$ cat config.mk
export PLATFORM = sky130hd
export DESIGN_NAME = pixel_writer
export DESIGN_NICKNAME = d
export VERILOG_FILES = /design/src/rtl/pixel_writer_pkg.sv /design/src/rtl/pixel_writer_packer.sv /design/src/rtl/pixel_writer.sv
export SDC_FILE = /design/constraint.sdc
export NUM_CORES = 1
export LEC_CHECK = 0
export ABC_AREA = 1
export CAP_MARGIN = 10
export CORE_MARGIN = 2
export CORE_UTILIZATION = 55
export CTS_BUF_LIST = sky130_fd_sc_hd__clkbuf_4
export DETAILED_ROUTE_END_ITERATION = 8
export HOLD_SLACK_MARGIN = 0.06
export PLACE_DENSITY = 0.82
export SLEW_MARGIN = 20
export SYNTH_ARGS = -nofsm -noshare
export SYNTH_HDL_FRONTEND = slang
export SYNTH_SLANG_ARGS = --single-unit
$ cat constraint.sdc
create_clock -name clk -period 2.91 [get_ports clk]
set_clock_uncertainty 0.15 [all_clocks]
set_input_delay 0.582 -clock clk [delete_from_list [all_inputs] [get_ports clk]]
set_output_delay 0.582 -clock clk [all_outputs]
set_load 0.01 [all_outputs]
$ cat src/rtl/pixel_writer_pkg.sv
// -----------------------------------------------------------------------------
// pixel_writer_pkg
// Definitions shared by every client of an MCB user port:
//   - MCB command instruction codes
//   - default burst size (32-bit words per write command)
//   - FSM state encoding of the write-port client
//   - helper producing the byte mask of a partially filled word
// -----------------------------------------------------------------------------
package pixel_writer_pkg;

    localparam logic [2:0] MCB_INSTR_WRITE = 3'b000;
    localparam logic [2:0] MCB_INSTR_READ  = 3'b001;

    localparam int DEFAULT_BURST_WORDS = 16;

    typedef enum logic [1:0] {
        ST_IDLE = 2'd0,
        ST_FILL = 2'd1,
        ST_CMD  = 2'd2,
        ST_DONE = 2'd3
    } wr_state_e;

    // Mask for a word whose final valid byte sits in 'lane'.
    // Bytes above that lane are not written (mask bit = 1).
    function automatic logic [3:0] last_lane_mask(input logic [1:0] lane);
        return 4'b1110 << lane;
    endfunction

endpackage : pixel_writer_pkg

$ cat src/rtl/pixel_writer_packer.sv
// -----------------------------------------------------------------------------
// pixel_packer
// Packs 8-bit pixels into 32-bit MCB write-FIFO words, first pixel in the
// least-significant byte. A word is pushed the cycle after its fourth pixel
// (or its pix_last pixel) is accepted and is retried while wr_full is high.
//
// Ports
//   clk             clock
//   reset           asynchronous active-low reset
//   clear_i         synchronous discard of any partial/pending word
//   accept_i        a pixel is accepted this cycle
//   pix_data_i      pixel value
//   pix_last_i      accepted pixel is the last of the frame
//   wr_full_i       MCB write FIFO full
//   wr_en_o         write-FIFO push strobe (held while retrying)
//   wr_data_o       packed word
//   wr_mask_o       byte mask, 1 = byte not written
//   push_pending_o  a word is waiting to be pushed
//   push_done_o     the pending word enters the FIFO this cycle
//   push_last_o     the pending word carries the frame's last pixel
// -----------------------------------------------------------------------------
module pixel_packer
    import pixel_writer_pkg::*;
(
    input  logic        clk,
    input  logic        reset,
    input  logic        clear_i,
    input  logic        accept_i,
    input  logic [7:0]  pix_data_i,
    input  logic        pix_last_i,
    input  logic        wr_full_i,
    output logic        wr_en_o,
    output logic [31:0] wr_data_o,
    output logic [3:0]  wr_mask_o,
    output logic        push_pending_o,
    output logic        push_done_o,
    output logic        push_last_o
);

    logic [1:0]  lane_q,      lane_d;
    logic [31:0] acc_q,       acc_d;
    logic        wr_en_q,     wr_en_d;
    logic [31:0] wr_data_q,   wr_data_d;
    logic [3:0]  wr_mask_q,   wr_mask_d;
    logic        word_last_q, word_last_d;

    logic [31:0] word_next;
    logic        emit;

    // Accumulator with the incoming pixel dropped into its lane. Lanes above
    // the current one are still zero, which zero-fills a short final word.
    for (genvar gi = 0; gi < 4; gi++) begin : g_lane
        assign word_next[gi*8 +: 8] = (lane_q == 2'(gi)) ? pix_data_i
                                                         : acc_q[gi*8 +: 8];
    end

    assign emit = accept_i & ((lane_q == 2'd3) | pix_last_i);

    always_comb begin
        lane_d      = lane_q;
        acc_d       = acc_q;
        wr_en_d     = wr_en_q & wr_full_i;   // keep retrying until FIFO has room
        wr_data_d   = wr_data_q;
        wr_mask_d   = wr_mask_q;
        word_last_d = word_last_q;
        if (clear_i) begin
            lane_d  = 2'd0;
            acc_d   = 32'd0;
            wr_en_d = 1'b0;
        end else if (accept_i) begin
            if (emit) begin
                lane_d      = 2'd0;
                acc_d       = 32'd0;
                wr_en_d     = 1'b1;
                wr_data_d   = word_next;
                wr_mask_d   = last_lane_mask(lane_q);
                word_last_d = pix_last_i;
            end else begin
                lane_d = lane_q + 2'd1;
                acc_d  = word_next;
            end
        end
    end

    always_ff @(posedge clk or negedge reset) begin
        if (!reset) begin
            lane_q      <= 2'd0;
            acc_q       <= 32'd0;
            wr_en_q     <= 1'b0;
            wr_data_q   <= 32'd0;
            wr_mask_q   <= 4'd0;
            word_last_q <= 1'b0;
        end else begin
            lane_q      <= lane_d;
            acc_q       <= acc_d;
            wr_en_q     <= wr_en_d;
            wr_data_q   <= wr_data_d;
            wr_mask_q   <= wr_mask_d;
            word_last_q <= word_last_d;
        end
    end

    assign wr_en_o        = wr_en_q;
    assign wr_data_o      = wr_data_q;
    assign wr_mask_o      = wr_mask_q;
    assign push_pending_o = wr_en_q;
    assign push_done_o    = wr_en_q & ~wr_full_i;
    assign push_last_o    = word_last_q;

endmodule : pixel_packer

$ cat src/rtl/pixel_writer.sv
// -----------------------------------------------------------------------------
// pixel_writer
// Streams 8-bit pixels of a frame into DDR2 through an MCB write port:
// packs 4 pixels per word, issues one WRITE command per burst of up to
// BURST_WORDS words, starting each frame at FRAME_BASE.
//
// Ports
//   clk, reset            clock (MCB port clock) / async active-low reset
//   calib_done            MCB calibration complete
//   pix_data/valid/last   pixel stream in; pix_ready = accepted
//   cmd_en/instr/bl/byte_addr, cmd_full   MCB command port
//   wr_en/data/mask, wr_full              MCB write-data port
//   frame_done            one-cycle pulse after the frame's last command
//   busy                  high outside IDLE
// -----------------------------------------------------------------------------
module pixel_writer
    import pixel_writer_pkg::*;
#(
    parameter int          BURST_WORDS = DEFAULT_BURST_WORDS,
    parameter logic [29:0] FRAME_BASE  = 30'h0
) (
    input  logic        clk,
    input  logic        reset,
    input  logic        calib_done,
    input  logic [7:0]  pix_data,
    input  logic        pix_valid,
    input  logic        pix_last,
    output logic        pix_ready,
    output logic        cmd_en,
    output logic [2:0]  cmd_instr,
    output logic [5:0]  cmd_bl,
    output logic [29:0] cmd_byte_addr,
    input  logic        cmd_full,
    output logic        wr_en,
    output logic [31:0] wr_data,
    output logic [3:0]  wr_mask,
    input  logic        wr_full,
    output logic        frame_done,
    output logic        busy
);

    localparam logic [6:0] BURST_CNT = 7'(BURST_WORDS);

    wr_state_e   state_q,      state_d;
    logic [29:0] addr_q,       addr_d;
    logic [6:0]  word_cnt_q,   word_cnt_d;
    logic        last_burst_q, last_burst_d;

    logic accept;
    logic push_pending;
    logic push_done;
    logic push_last;
    logic burst_full;

    assign accept     = pix_valid & pix_ready;
    assign burst_full = (word_cnt_q + 7'd1) == BURST_CNT;

    pixel_packer u_packer (
        .clk            (clk),
        .reset          (reset),
        .clear_i        (state_q == ST_IDLE),
        .accept_i       (accept),
        .pix_data_i     (pix_data),
        .pix_last_i     (pix_last),
        .wr_full_i      (wr_full),
        .wr_en_o        (wr_en),
        .wr_data_o      (wr_data),
        .wr_mask_o      (wr_mask),
        .push_pending_o (push_pending),
        .push_done_o    (push_done),
        .push_last_o    (push_last)
    );

    // State register
    always_ff @(posedge clk or negedge reset) begin
        if (!reset) state_q <= ST_IDLE;
        else        state_q <= state_d;
    end

    // Next-state logic
    always_comb begin
        state_d = state_q;
        case (state_q)
            ST_IDLE: if (calib_done) state_d = ST_FILL;
            ST_FILL: begin
                if (push_done && (burst_full || push_last)) begin
                    state_d = ST_CMD;
                end else if (!calib_done && !push_pending && !accept) begin
                    // Calibration lost: flush words already written, if any.
                    state_d = (word_cnt_q != 7'd0) ? ST_CMD : ST_IDLE;
                end
            end
            ST_CMD: begin
                if (!cmd_full) begin
                    if (last_burst_q)     state_d = ST_DONE;
                    else if (!calib_done) state_d = ST_IDLE;
                    else                  state_d = ST_FILL;
                end
            end
            ST_DONE: state_d = calib_done ? ST_FILL : ST_IDLE;
            default: state_d = ST_IDLE;
        endcase
    end

    // Output logic
    always_comb begin
        pix_ready  = 1'b0;
        cmd_en     = 1'b0;
        frame_done = 1'b0;
        busy       = 1'b1;
        case (state_q)
            ST_IDLE: busy       = 1'b0;
            ST_FILL: pix_ready  = ~wr_full & ~push_pending;
            ST_CMD:  cmd_en     = ~cmd_full;
            ST_DONE: frame_done = 1'b1;
            default: busy       = 1'b0;
        endcase
    end

    // Address / word counter
    always_comb begin
        addr_d       = addr_q;
        word_cnt_d   = word_cnt_q;
        last_burst_d = last_burst_q;
        if (state_q == ST_IDLE || state_q == ST_DONE) begin
            addr_d       = FRAME_BASE;
            word_cnt_d   = 7'd0;
            last_burst_d = 1'b0;
        end else begin
            if (push_done) begin
                word_cnt_d = word_cnt_q + 7'd1;
                if (push_last) last_burst_d = 1'b1;
            end
            if (cmd_en) begin
                // 30-bit add wraps modulo 2^30
                addr_d       = addr_q + {21'd0, word_cnt_q, 2'b00};
                word_cnt_d   = 7'd0;
                last_burst_d = 1'b0;
            end
        end
    end

    always_ff @(posedge clk or negedge reset) begin
        if (!reset) begin
            addr_q       <= FRAME_BASE;
            word_cnt_q   <= 7'd0;
            last_burst_q <= 1'b0;
        end else begin
            addr_q       <= addr_d;
            word_cnt_q   <= word_cnt_d;
            last_burst_q <= last_burst_d;
        end
    end

    assign cmd_instr     = MCB_INSTR_WRITE;
    // A count of 64 truncates to 0, and 0 - 1 gives the required 63.
    assign cmd_bl        = word_cnt_q[5:0] - 6'd1;
    assign cmd_byte_addr = addr_q;

endmodule : pixel_writer
---- Word level (Yosys, flattened, before mapping) ----
Cells that the tools add are included.
storage, ports and cells
  bits in registers ....................... 112
  input port bits ......................... 15
  output and inout bits ................... 80
  word-level logic and storage cells ...... 87
cells by class
  $add $sub $neg .......................... 4
  equality and inequality tests ........... 10
  shift-type cells ........................ 1
  multiplexer cells ....................... 34
  bitwise gates (word level) .............. 10
  reductions and logical operators ........ 18
operator list
  cell                                                  number
  two-way mux 32 bit                                    3
  two-way mux 30 bit                                    2
  two-way mux 8 bit                                     4
  adder 30 x 9 -> 30 bit                                1
  two-way mux 7 bit                                     3
  two-way mux 2 bit                                     9
  two-way mux 1 bit                                     12
  equality test 2 bit (second input constant)           4
  case mux 2 bit (4 select lines)                       1
  adder 7 x 1 -> 7 bit (second input constant)          1
  equality test 7 x 5 -> 1 bit (second input constant)  1
  nonzero test 7 bit                                    1
  AND reduction 3 bit                                   2
  nonzero test 3 bit                                    2
  subtractor 6 x 1 -> 6 bit (second input constant)     1
  bitwise AND 1 bit                                     5
  equality test 2 x 1 -> 1 bit (second input constant)  2
  zero test 2 bit                                       2
  != test 2 bit (second input constant)                 2
  NOT 1 bit                                             4
  nonzero test 2 bit                                    2
  left shift 4 x 2 -> 4 bit (first input constant)      1
  logical AND 1 bit                                     3
  zero test 1 bit                                       3
  5 further kinds                                       6

---- Longest topological paths before layout ----
Gate-level depths: netlist of run 1.
  depth in word-level cells ............... 9
  gate-level depth with buffers ........... 14
  depth with buffers taken out ............ 14

---- By module ----
From an unflattened synthesis of run 1, not the netlist that was laid out.
second synthesis, totals
  cell total of the unflattened synthesis .. 763
  area total of the unflattened synthesis .. 6065.8 µm²
by module, submodules not included
  module        instances  cells each  area each (µm²)  seq. area each (µm²)
  pixel_packer  1          423         3495.9           1776.7
  pixel_writer  1          340         2570.0           950.9

---- Least setup slack after synthesis of run 1 ----
Ideal clock, no wire load.
  kind .................................... register to register
  from .................................... register addr_q[2], in the netlist cmd_byte_addr[2]
  to ...................................... register addr_q[12], in the netlist cmd_byte_addr[12]
  library setup time ...................... 0.119 ns
  arrival ................................. 1.861 ns
  data required time ...................... 2.641 ns
  setup slack ............................. 0.780 ns
  cell stages (with the launch flop) ...... 15
  buffers on the path ..................... 0
  period minus slack after synthesis ...... 2.130 ns
  cell sequence ........................... dfrtp_1 ha_1 inv_1 fa_1 inv_1 nand2_1 nand2_1 nand2_1 nand2_1 nand2_1 nand2_1 nand3_1 nand2_1 nand2_1 o21a_1
between the ends
  longest elaborated chain between the ends .. 3
ends and longest elaborated chain
  what                      RTL line             RTL
  start: declaration        pixel_writer.sv:45   logic [29:0] addr_q, addr_d;
  start signal: assignment  pixel_writer.sv:149  addr_q <= addr_d;
  adder 30 x 9 -> 30 bit    pixel_writer.sv:136  addr_d = addr_q + {21'd0, word_cnt_q, 2'b00};
  two-way mux 30 bit        pixel_writer.sv:134  if (cmd_en) begin
  two-way mux 30 bit        pixel_writer.sv:125  if (state_q == ST_IDLE || state_q == ST_DONE) begin
No other way between the ends. The select of a mux whose other input is x is not followed.
A chain may end at the register's enable or synchronous reset.

---- Worst setup path after layout of run 1 ----
  from .................................... register state_q[0]
  to ...................................... output cmd_en
between the ends
  longest elaborated chain between the ends .. 2
ends and longest elaborated chain
  what                      RTL line             RTL
  start: declaration        pixel_writer.sv:44   wr_state_e state_q, state_d;
  start signal: assignment  pixel_writer.sv:77   else state_q <= state_d;
  equality test 2 bit       pixel_writer.sv:111  case (state_q)
  two-way mux 1 bit         pixel_writer.sv:111
  end: declaration          pixel_writer.sv:29   output logic cmd_en,
No other way between the ends.

==> results of run 1 <==
final cells by class:
type | instances | area [um2] | area share (%)
Sequential cell | 109 | 2730 | 39.9
Multi-Input combinational cell | 464 | 2380 | 34.8
Timing Repair Buffer | 103 | 1010 | 14.7
Inverter | 111 | 417 | 6.09
Tap cell | 133 | 166 | 2.43
Clock inverter | 7 | 73.8 | 1.08
Clock buffer | 9 | 67.6 | 0.987
Yosys cell counts (2+ instances only):
| cell | instances |
|---|---|
| nor2_1 | 36 |
| nand3_1 | 21 |
| o21ai_2 | 2 |
| o22ai_1 | 26 |
| nand4_1 | 15 |
| inv_1 | 111 |
| clkbuf_1 | 20 |
| buf_4 | 6 |
| nand2_2 | 3 |
| buf_2 | 3 |
| dfrtp_1 | 109 |
| nand2_1 | 186 |
| o21ai_0 | 93 |
| xor2_1 | 8 |
| ha_1 | 20 |
| a31oi_1 | 3 |
| nor3_1 | 11 |
| a21oi_1 | 17 |
| nor2_4 | 3 |
registers in the layout, summed over array words and instances, names as in the netlist, 2 cells and up:
register	count
cmd_byte_addr	28
state_q	2
u_packer.wr_data_o	32
u_packer.acc_q	32
u_packer.lane_q	2
u_packer.wr_mask_o	3
word_cnt_q	7
worst max-delay path: stages, from the launching register on:
cell and delay (ps):
dfrtp_1 440, inv_1 120, ha_2 240, inv_1 90
nor2_2 170, clkdlybuf4s50_1 570
layer usage:
| layer | global-route usage [%] | wire length (um) |
|---|---|---|
| met1 | 32.6 | 5830 |
| met2 | 43.2 | 6750 |
| met3 | 4.33 | 699 |
| met4 | 10.2 | 253 |
| met5 | 0 | 0 |
cells by family after synthesis:
family	count (synthesis)	synth area share, %
flops	109	48.3
other cells	1	0.0664
xor+xnor	9	1.40
compound gates	148	14.2
buf+inv	141	10.0
fa+ha+maj	21	4.79
simple gates	280	21.2
power by group through the flow:
stage | logic [W] | registers, W | clock network (W)
after floorplan | 0.000540 | 0.00180 | 0
after global placement | 0.00104 | 0.00176 | 0
after detailed placement | 0.00106 | 0.00176 | 0
after CTS | 0.00107 | 0.00174 | 0.000809
after global routing | 0.00119 | 0.00175 | 0.000872
final | 0.00107 | 0.00174 | 0.000792
worst max-delay path by stage:
stage,slack [ps],endpoint
floorplan,780,cmd_byte_addr[12]
global placement,340,cmd_en
detailed placement,320,cmd_en
CTS,7,cmd_en
global route,-10,cmd_en
finish,90,cmd_en
repair_timing:
item / 4_1_cts / 5_1_grt
setup buffers: 0 / 4
hold buffers: 1 / 0
hold endpoints to repair: 29 / 0
gates resized for setup: 1 / 8
endpoints found under the setup margin: 1 / 5
per-stage QoR:
stage,power [W],util [%]
after floorplan,0.00234,-
after global placement,0.00280,67.4
after detailed placement,0.00283,67.4
after CTS,0.00362,68.9
after global routing,0.00381,69.4
final,0.00360,69.4
==> results.cfg, run 1 <==
[critical_path]
worstPathArrival_ps = 2090
start_kind = flop
worstReg2RegEnd = cmd_byte_addr[12]
r2r-start = word_cnt_q[0]
crit_path_end_kind = output pin
critPathRequiredTime_ps = 2180
cp_max_fo = 4
critPathLaunch = state_q[0]
worstSetupPathType = reg2out
reg2reg_depth = 15
r2r_slack_ps = 410

[placement]
dpl.hpwl_mm = 9.78
dp.cells = 915
postPlaceCellArea_mm2 = 0.00665
pre_cts_slack_ps = 319
gp_congestion = 0.950
port_buffers = 88

[finish]
final_common_cell = nand2_1
final_area_mm2 = 0.00685
antennaDiodeCount = 0
final_nets = 834
syn_to_final_growth_pct = 21.2
fill_cells = 777
layout_common_cells = nand2_1 (186), inv_1 (109), dfrtp_1 (106)
drive_gt1_share_pct = 6.23
instances_no_fill = 936

[min_path]
hold_start = u_packer.wr_data_o[27]
hold_class = reg2reg
hold_end = u_packer.wr_data_o[27]
holdPathStages = 2

[sta]
fin_tns_setup_ps = 0
tightest_slew_ps = 702
max_freq_ghz = 0.355
slew_violations = 0
hold_ws_ps = 353
setup_violations = 0
period_needed_ps = 2820
hold_viol_final = 0
slew_headroom_pct = 53.2
setup_slack_ps = 91.4
period_share_pct = 96.9

[global_route]
first_global_vias = 5021
grtUsageTotal_pct = 25.5
grt_pass1_wl_mm = 22.9
antenna_found_initial = 0
grt_overflow_total = 0
grt_max_degree = 45

[route]
vias = 5043
wl_per_cell_um = 14.5
antenna_left = 0
firstDrtPassIters = 4
wl_mm = 13.5
via_per_inst = 5.39
drt-initial-drc-count = 258
drc = 0

[synth]
synth_area_leaders = dfrtp_1 (48%), nand2_1 (12%), o21ai_0 (8.2%)
synth_top_flop_cell = dfrtp_1
synth_edf_count = 0
synth_top_area_share_pct = 48.3
syn_area_mm2 = 0.00565
netlist_instances = 709
ys_async_sr_fraction_pct = 100
yosys_warnings = 0
synth_cell_types = 35
ys_seq_area_share_pct = 48.3
syn_area_per_cell_um2 = 7.96
ys_ff_latch = 109
yosys.area.top_type = dfrtp_1

[status]
status = finished, final reports clean

[clock_tree]
clk_pin_slew_ps = 160
cts_tree = done
cts_num_sinks = 109
clkLatencyLatePin_ps = 470
cts_buffer_depth = 2
cts-htree-levels = 3
cts-root-buf = clkbuf_4
cts_buffers = 9

[floorplan]
start_util_pct = 57.2
top_level_ports = 95
design.core.area_mm2 = 0.00986
dieArea_mm2 = 0.0111
fp.dieW_um = 105
placementRows = 36
die_h_um = 105

[pwr]
p_sw_share_pct = 34.9
ir_drop_mv = 0.371
p_seq_share_pct = 48.3
pwr-share-comb_pct = 29.7
clockPowerShare_pct = 22.0
power.density_mw_per_mm2 = 525
p_sw_w = 0.00125
p_int_w = 0.00234
leakage_nw = 3.07

[job]
drv_cap = 0
Note: power is estimated with default switching activity, not from simulation.
==> run 2: changes to the inputs <==
--- a/config.mk
+++ b/config.mk
@@ -10,9 +10,11 @@
 export CORE_MARGIN = 2
 export CORE_UTILIZATION = 55
 export CTS_BUF_LIST = sky130_fd_sc_hd__clkbuf_4
+export CTS_CLUSTER_SIZE = 10
 export DETAILED_ROUTE_END_ITERATION = 8
 export HOLD_SLACK_MARGIN = 0.06
 export PLACE_DENSITY = 0.82
+export REMOVE_ABC_BUFFERS = 1
 export SLEW_MARGIN = 20
 export SYNTH_ARGS = -nofsm -noshare
 export SYNTH_HDL_FRONTEND = slang
==> results.cfg, run 2 (same netlist as run 1, synthesis figures left out) <==
[status]
status = finished, final reports clean

[global_route]
grt_overflow_total = 0
grt_max_degree = 51
grt-busiest-layer = met2
use_met1_pct = 32.5
antenna_found_initial = 0
first_global_vias = 4764
grtUsageMet2_pct = 40.6
grtUsageTotal_pct = 24.2
grt_util_met3_pct = 3.03
grt_pass1_wl_mm = 22.1

[sta]
setup_violations = 0
rsz0062_at_grt = no
hold_viol_final = 0
period_needed_ps = 2830
fin_tns_setup_ps = 0
max_freq_ghz = 0.354
period_share_pct = 97.2
slew_headroom_pct = 51.8
slew_violations = 0
tightest_slew_ps = 723

[critical_path]
start_kind = flop
worstPathArrival_ps = 2100
crit_path_end_kind = output pin
cp_max_fo = 6
critPathRequiredTime_ps = 2180
worstSetupPathType = reg2out

[route]
firstDrtPassIters = 4
antenna_left = 0
drt-initial-drc-count = 261
wl_per_cell_um = 14.0
wl_mm = 13.0
drc = 0
via_per_inst = 5.29
vias = 4939

[floorplan]
fp.dieW_um = 105
dieArea_mm2 = 0.0111
start_util_pct = 57.2
design.core.area_mm2 = 0.00986
placementRows = 36
die_h_um = 105
top_level_ports = 95

[clock_tree]
cts_num_sinks = 109
clkLatencyLatePin_ps = 470
cts-root-buf = clkbuf_4
clk_pin_slew_ps = 180
cts_buffer_depth = 2
cts-htree-levels = 3
cts_tree = done
cts_buffers = 9

[finish]
final_common_cell = nand2_1
instances_no_fill = 933
antennaDiodeCount = 0
final_area_mm2 = 0.00681
final_nets = 831
drive_gt1_share_pct = 6.00
syn_to_final_growth_pct = 20.6
layout_common_cells = nand2_1 (185), inv_1 (109), dfrtp_1 (107)

[pwr]
leakage_nw = 3.06
ir_drop_mv = 0.380
power.density_mw_per_mm2 = 518

[min_path]
hold_class = reg2reg

[job]
drv_cap = 0

[placement]
dpl.hpwl_mm = 9.40
port_buffers = 88
postPlaceCellArea_mm2 = 0.00665
gp_congestion = 0.868
dp.cells = 915
run 2: report_power, final:
group | total [W] | switching, W | internal [W] | leakage (nW)
registers | 0.00174 | 0.0000906 | 0.00165 | 1.50
logic | 0.00105 | 0.000637 | 0.000414 | 1.49
clock network | 0.000735 | 0.000532 | 0.000203 | 0.0745
run 2: cell type report:
cell class | instances | area (um2)
clock inverter | 6 | 56.3
fill | 777 | 3050
timing repair buffer | 100 | 983
sequential | 109 | 2730
inverter | 111 | 417
clock buffer | 10 | 75.1
tap | 133 | 166
multi-input combinational | 464 | 2380
run 2: final timing paths:
kind / start / end / slack, ps / cells past startpoint
worst max-delay path: word_cnt_q[0] / cmd_bl[4] / 80 / 5
worst min-delay path: u_packer.wr_data_o[21] / u_packer.wr_data_o[21] / 350 / 2
worst max register to register: word_cnt_q[0] / cmd_byte_addr[14] / 420 / 14
worst min register to register: u_packer.wr_data_o[21] / u_packer.wr_data_o[21] / 350 / 2
max in group asynchronous: reset / cmd_byte_addr[9] / 1470 / 3
min in group asynchronous: reset / word_cnt_q[5] / 420 / 2
run 2: per-stage QoR:
stage	setup slack [ps]	hold slack [ps]	power [W]	util (%)
CTS	25.5	355	0.00354	68.9
global placement	331	312	0.00277	67.4
finish	81.4	347	0.00352	69.0
global route	1.60	393	0.00373	69.0
detailed placement	336	318	0.00281	67.4
floorplan	266	136	0.00228	-
run 2: worst max-delay path, cell delays in order (launching register included):
cell             delay, ps
dfrtp_1                500
inv_2                  100
ha_1                   240
nand3_1                100
xor2_1                 150
clkdlybuf4s50_1        550
run 2: metal layers:
metal	wire, um	vias up	part of all wire (%)
met1	5720	2324	44
met5	0	-	0
met2	6420	154	49
met4	274	0	2.1
met3	620	26	4.8
li1	-	2435	-
run 2: timing repair:
action,in CTS,in global routing
gates resized for setup,0,6
hold buffers,1,0
setup buffers,0,1
endpoints found under the setup margin,0,3
hold endpoints to repair,31,0
==> run 3: changes to the inputs <==
--- a/config.mk
+++ b/config.mk
@@ -10,7 +10,7 @@
 export CORE_MARGIN = 2
 export CORE_UTILIZATION = 55
 export CTS_BUF_LIST = sky130_fd_sc_hd__clkbuf_4
-export CTS_CLUSTER_SIZE = 10
+export CTS_CLUSTER_SIZE = 28
 export DETAILED_ROUTE_END_ITERATION = 8
 export HOLD_SLACK_MARGIN = 0.06
 export PLACE_DENSITY = 0.82
==> results of run 3 <==
Final layout, timing and power as in run 2 (identical DEF).
